File: config.mk
export PLATFORM = sky130hd
export DESIGN_NAME = rt_packet_injector
export DESIGN_NICKNAME = d
export VERILOG_FILES = /design/src/rtl/rt_packet_injector.sv
export SDC_FILE = /design/constraint.sdc
export NUM_CORES = 1
export LEC_CHECK = 0
export ABC_AREA = 1
export CAP_MARGIN = 20
export CELL_PAD_IN_SITES_DETAIL_PLACEMENT = 1
export CELL_PAD_IN_SITES_GLOBAL_PLACEMENT = 1
export CORE_ASPECT_RATIO = 0.7
export CORE_MARGIN = 5
export CORE_UTILIZATION = 35
export CTS_BUF_LIST = sky130_fd_sc_hd__clkbuf_8
export DETAILED_ROUTE_END_ITERATION = 8
export PLACE_DENSITY_LB_ADDON = 0.3
export SLEW_MARGIN = 20
export SYNTH_ARGS = -nofsm -noshare
export SYNTH_HDL_FRONTEND = slang
export SYNTH_SLANG_ARGS = --single-unit
File: constraint.sdc
create_clock -name clk -period 3.21 [get_ports clk]
set_clock_uncertainty 0.05 [all_clocks]
set_input_delay 0.321 -clock clk [delete_from_list [all_inputs] [get_ports clk]]
set_output_delay 0.321 -clock clk [all_outputs]
set_load 0.005 [all_outputs]
File: src/rtl/rt_packet_injector.sv
// rt_packet_injector: FIFO-buffered sender for a router local port over a 2-phase req/ack bundled-data link
// Ports: clk, rst_n (async active-low); in_valid/in_ready/in_dst_x/in_dst_y/in_payload (source side);
//        tx_req/tx_data/tx_ack (2-phase link, tx_ack asynchronous); busy, sent_count, err_dst, err_timeout (status).
// Optional: define RT_INJ_TIMEOUT_EN to add the ack-timeout counter behind err_timeout.
module rt_packet_injector #(
    parameter int n       = 32,
    parameter int n_x     = 2,
    parameter int n_y     = 2,
    parameter int DEPTH   = 4,
    parameter int TIMEOUT = 1024
) (
    input  logic         clk,
    input  logic         rst_n,
    input  logic         in_valid,
    output logic         in_ready,
    input  logic [1:0]   in_dst_x,
    input  logic [1:0]   in_dst_y,
    input  logic [n-5:0] in_payload,
    output logic         tx_req,
    output logic [n-1:0] tx_data,
    input  logic         tx_ack,
    output logic         busy,
    output logic [15:0]  sent_count,
    output logic         err_dst,
    output logic         err_timeout
);
    localparam int AW = $clog2(DEPTH);
    localparam logic [1:0] S_IDLE  = 2'd0;
    localparam logic [1:0] S_SETUP = 2'd1;
    localparam logic [1:0] S_WAIT  = 2'd2;
    localparam logic [2:0] NX = 3'(n_x);
    localparam logic [2:0] NY = 3'(n_y);

    if (n < 8 || n_x < 1 || n_x > 4 || n_y < 1 || n_y > 4 || DEPTH < 2 || (DEPTH & (DEPTH - 1)) != 0 || TIMEOUT < 1) begin : g_bad_params
        $error("rt_packet_injector: illegal parameter set");
    end

    logic [n-1:0]  r_mem [DEPTH];
    logic [AW:0]   r_wr_ptr;
    logic [AW:0]   r_rd_ptr;
    logic          r_ack_m;
    logic          r_ack_s;
    logic [1:0]    r_state;
    logic          r_req;
    logic [n-1:0]  r_data;
    logic [15:0]   r_sent;
    logic          r_err_dst;
    logic          w_empty;
    logic          w_full;
    logic          w_push;
    logic          w_link_idle;
    logic          w_bad_dst;

    // full/empty come from registered pointers only, so a same-cycle pop never reaches in_ready
    assign w_empty     = r_wr_ptr == r_rd_ptr;
    assign w_full      = (r_wr_ptr[AW] != r_rd_ptr[AW]) && (r_wr_ptr[AW-1:0] == r_rd_ptr[AW-1:0]);
    assign w_push      = in_valid && !w_full;
    // phases equal means nothing outstanding; a stray ack leaves them unequal and holds the link off
    assign w_link_idle = r_ack_s == r_req;
    assign w_bad_dst   = ({1'b0, in_dst_x} >= NX) || ({1'b0, in_dst_y} >= NY);

    assign in_ready   = !w_full;
    assign tx_req     = r_req;
    assign tx_data    = r_data;
    assign busy       = !w_empty || r_state != S_IDLE;
    assign sent_count = r_sent;
    assign err_dst    = r_err_dst;

    always_ff @(posedge clk) begin
        if (w_push) r_mem[r_wr_ptr[AW-1:0]] <= {in_dst_x, in_dst_y, in_payload};
    end

    always_ff @(posedge clk or negedge rst_n) begin
        if (!rst_n) begin
            r_wr_ptr  <= '0;
            r_rd_ptr  <= '0;
            r_ack_m   <= 1'b0;
            r_ack_s   <= 1'b0;
            r_state   <= S_IDLE;
            r_req     <= 1'b0;
            r_data    <= '0;
            r_sent    <= '0;
            r_err_dst <= 1'b0;
        end else begin
            r_ack_m <= tx_ack;
            r_ack_s <= r_ack_m;
            if (w_push) begin
                r_wr_ptr <= r_wr_ptr + 1'b1;
                if (w_bad_dst) r_err_dst <= 1'b1;
            end
            case (r_state)
                S_IDLE: if (w_link_idle && !w_empty) begin
                    r_data   <= r_mem[r_rd_ptr[AW-1:0]];
                    r_rd_ptr <= r_rd_ptr + 1'b1;
                    r_state  <= S_SETUP;
                end
                // data has been stable for a full cycle before the request edge
                S_SETUP: begin
                    r_req   <= !r_req;
                    r_state <= S_WAIT;
                end
                S_WAIT: if (w_link_idle) begin
                    r_sent  <= r_sent + 1'b1;
                    r_state <= S_IDLE;
                end
                default: r_state <= S_IDLE;
            endcase
        end
    end

`ifdef RT_INJ_TIMEOUT_EN
    localparam logic [15:0] TO_LAST = 16'(TIMEOUT - 1);
    logic [15:0] r_to_cnt;
    logic        r_err_to;

    // counter saturates; WAIT is never left on timeout because re-toggling would break the phase pairing
    always_ff @(posedge clk or negedge rst_n) begin
        if (!rst_n) begin
            r_to_cnt <= '0;
            r_err_to <= 1'b0;
        end else if (r_state == S_SETUP) begin
            r_to_cnt <= '0;
        end else if (r_state == S_WAIT) begin
            if (r_to_cnt != TO_LAST) r_to_cnt <= r_to_cnt + 1'b1;
            else r_err_to <= 1'b1;
        end
    end

    assign err_timeout = r_err_to;
`else
    assign err_timeout = 1'b0;
`endif
endmodule

==> results.yml <==
critical_path:
  path_cells: "nor2_4 -> nand4_1 -> clkdlybuf4s50_1"
  start_kind: "flip-flop"
  ff2ff_setup_slack_ns: 1.02
  crit_path_max_fanout: 13
  worstSetupStartpoint: "r_state[0]"
  rr_startpoint: "r_rd_ptr[2]"
  crit_buf_inv: 1
  critPathTopFamily: "simple AND/OR/NAND/NOR gates"
  critPathKind: "flip-flop to output port"
  worstPathArrival_ns: 1.92
  critical_path_cell_count: 3
  end_kind: "output port"
  ff2ff_path_depth: 8
  slowest_stage: "clkdlybuf4s50_1"
  max_stage_delay_ns: 0.48
  reg2reg_to: "r_mem[1][8]"
  endpoint: "busy"
  crit_required_ns: 2.84
die:
  rows: 46
  coreArea_sq_um: 22800
  dieHeight_microns: 138
  design.die.area_sq_um: 26600
  die_x_microns: 193
  io_pins: 89
  start_util_pct: 35.8
global_routing:
  track_usage_pct: 16.5
  grt_remaining_overflow: 0
  grt_pass1_vias: 6145
  antenna_found_initial: 1
  grt_max_degree: 67
  grt_pass1_wl_microns: 33300
logic_synthesis:
  synth.area.top_cells: "edfxtp_1 47%, dfrtp_1 18%, nand2_1 13%"
  ys_warn_count: 0
  synth_nets: 873
  netlist.area_leader.share_pct: 47.0
  netlist_instances: 831
  synth_cell_type_count: 25
  ys_ff_latch: 188
  yosys.area.top_type: "edfxtp_1"
  synth_area_sq_um: 8180
  avgSynthCellArea_sq_um: 9.84
  seq_area_frac_synth_pct: 65.3
timing:
  finalCriticalPeriod_ns: 2.29
  grt_setup_unrepaired: "no"
  setup_slack_ns: 0.923
  finalHoldViolCount: 0
  tns_ns: 0
  maxSlewViolCount: 0
  setup_viol: 0
  finalCritPeriodShare_pct: 71.3
  max_slew_margin_pct: 49.4
  max_freq_mhz: 437
  worstMarginPinSlew_ns: 0.759
drt:
  first_pass_iters: 5
  ant_nets: 0
  avgViaCountPerCell: 4.65
  totalWireLength_microns: 20800
  wl_per_cell_microns: 16.8
  drcViolationCount: 0
  drtIter0Drc: 223
  vias: 5765
cts:
  numCtsBuffers: 17
  cts_resized: 0
  cts_setup_buffers: 0
  hold_buffers: 1
  cts.clk_slew.worst_paths_ns: 0.10
  clkLatencyLatePin_ns: 0.48
  root_buffer: "clkbuf_8"
  cts_max_level: 4
  max-clock-path-buffers: 2
  cts_tree: "built"
  clock_sinks: 188
finish:
  seq_area_sq_um: 5350
  nFillCells: 2604
  area_delta_synth_final_pct: 20.1
  antenna_cells: 0
  final_cell_area_sq_um: 9820
  drive_above_1_share_pct: 6.57
  multi_input_area_sq_um: 2110
  layout.nets: 958
pwr:
  switching_share_pct: 39.7
  pwr-share-clk_pct: 19.0
  vdd_drop_max_v: 0.000512
  leakage_uw: 0.00444
  p_sw_uw: 3380
  power.total_uw: 8510
  powerDensity_nw_per_um2: 866
  share_seq_of_total_power_pct: 42.0
  p_comb_share_pct: 39.0
  p_int_uw: 5130
placed_design:
  routabilityCongestion: 0.729
  place_area_sq_um: 9410
  place_ws_ns: 0.998
  dp_hpwl_microns: 13200
  io_buffers: 87
min_path:
  hold_class: "input pin to flip-flop"
run:
  maxCapViolCount: 0
run_status:
  outcome: "complete, no violations"
## per-layer routing
| metal | track usage (%) | vias to the layer above | share of wire, % |
|---|---|---|---|
| met1 | 22.2 | 2834 | 47 |
| met2 | 27.4 | 119 | 47 |
| met4 | 4.12 | 2 | 0.87 |
| met3 | 3.82 | 16 | 5.0 |
| li1 | - | 2794 | - |
| met5 | 0 | - | 0.062 |
## worst reg2reg max path: cells and delay by family (launching register included)
kind                   cells  cell delay, ns
AND/OR/NAND/NOR            5            1.04
flip-flops                 1            0.43
buffers and inverters      3            0.38
## area by class of cell
type	instances	area share [%]
Inverter	160	6.11
Multi-Input combinational cell	449	21.4
Clock inverter	14	1.55
Tap cell	312	3.97
Sequential cell	188	54.4
Timing Repair Buffer	100	9.96
Clock buffer	18	2.52
## flip-flops by register name (all words and copies together) (netlist names)
name        flops
tx_req          1
r_ack_s         1
r_rd_ptr        3
r_ack_m         1
tx_data        32
r_wr_ptr        3
sent_count     16
r_state         2
r_mem         128
err_dst         1
## synth_stat cells
| cell type | number |
|---|---|
| clkinv_1 | 1 |
| buf_4 | 4 |
| xor2_1 | 10 |
| edfxtp_1 | 128 |
| ha_1 | 6 |
| o21bai_1 | 1 |
| xnor2_2 | 2 |
| o21ai_0 | 2 |
| nand3_4 | 2 |
| conb_1 | 1 |
| nand3_2 | 1 |
| buf_2 | 16 |
| clkbuf_1 | 11 |
| inv_1 | 158 |
| buf_1 | 3 |
| inv_2 | 1 |
| xnor2_1 | 3 |
| nand2_1 | 284 |
| nand2_2 | 1 |
| nand3_1 | 74 |
| nor2_1 | 18 |
| dfrtp_1 | 60 |
| nand4_1 | 41 |
| nor3_1 | 1 |
| nor2_2 | 2 |
## placed cells by master (no fill, tap or decap), types with 2 or more instances in the layout
| master | n |
|---|---|
| buf_4 | 11 |
| clkbuf_8 | 18 |
| clkdlybuf4s50_1 | 86 |
| clkinv_4 | 2 |
| dfrtp_1 | 58 |
| dfrtp_2 | 2 |
| edfxtp_1 | 128 |
| ha_1 | 6 |
| inv_1 | 157 |
| inv_2 | 2 |
| inv_6 | 5 |
| inv_8 | 3 |
| nand2_1 | 284 |
| nand3_1 | 74 |
| nand3_4 | 2 |
| nand4_1 | 41 |
| nor2_1 | 14 |
| nor2_4 | 5 |
| o21ai_0 | 2 |
| xnor2_1 | 3 |
| xnor2_2 | 2 |
| xor2_1 | 10 |
## kinds of logic after synthesis
| family | count (synthesis) | share of synthesized area, % |
|---|---|---|
| buffers and inverters | 194 | 9.33 |
| other | 1 | 0.0458 |
| XOR/XNOR | 15 | 1.79 |
| adder cells (fa/ha/maj) | 6 | 0.918 |
| AO/OA/AOI/OAI | 3 | 0.214 |
| flip-flops | 188 | 65.3 |
| AND/OR/NAND/NOR | 424 | 22.4 |
## power by group through the flow
stage                     clock network, uW  logic, uW  registers [uW]
after CTS                              1670       3420            3580
after global placement                    0       3290            3610
after detailed placement                  0       3420            3630
after floorplan                           0       2020            3570
final                                  1610       3320            3580
after global routing                   1760       3750            3640
## worst min-delay path by stage
stage | startpoint | end | cells past startpoint
after floorplan | rst_n | err_dst | 0
after global placement | r_ack_m | r_ack_s | 0
after detailed placement | r_ack_m | r_ack_s | 0
after CTS | tx_ack | r_ack_m | 1
after global routing | tx_ack | r_ack_m | 1
final | tx_ack | r_ack_m | 1
## per-stage QoR
step / util [%] / std cells / hold slack, ns
after CTS: 43.0 / 1241 / 0.213
after global placement: 41.2 / 1208 / 0.284
after detailed placement: 41.2 / 1208 / 0.309
final: 43.0 / 1241 / 0.253
after global routing: 43.0 / 1241 / 0.230
after floorplan: - / 831 / -0.0246
Note: power is estimated with default switching activity, not from simulation.
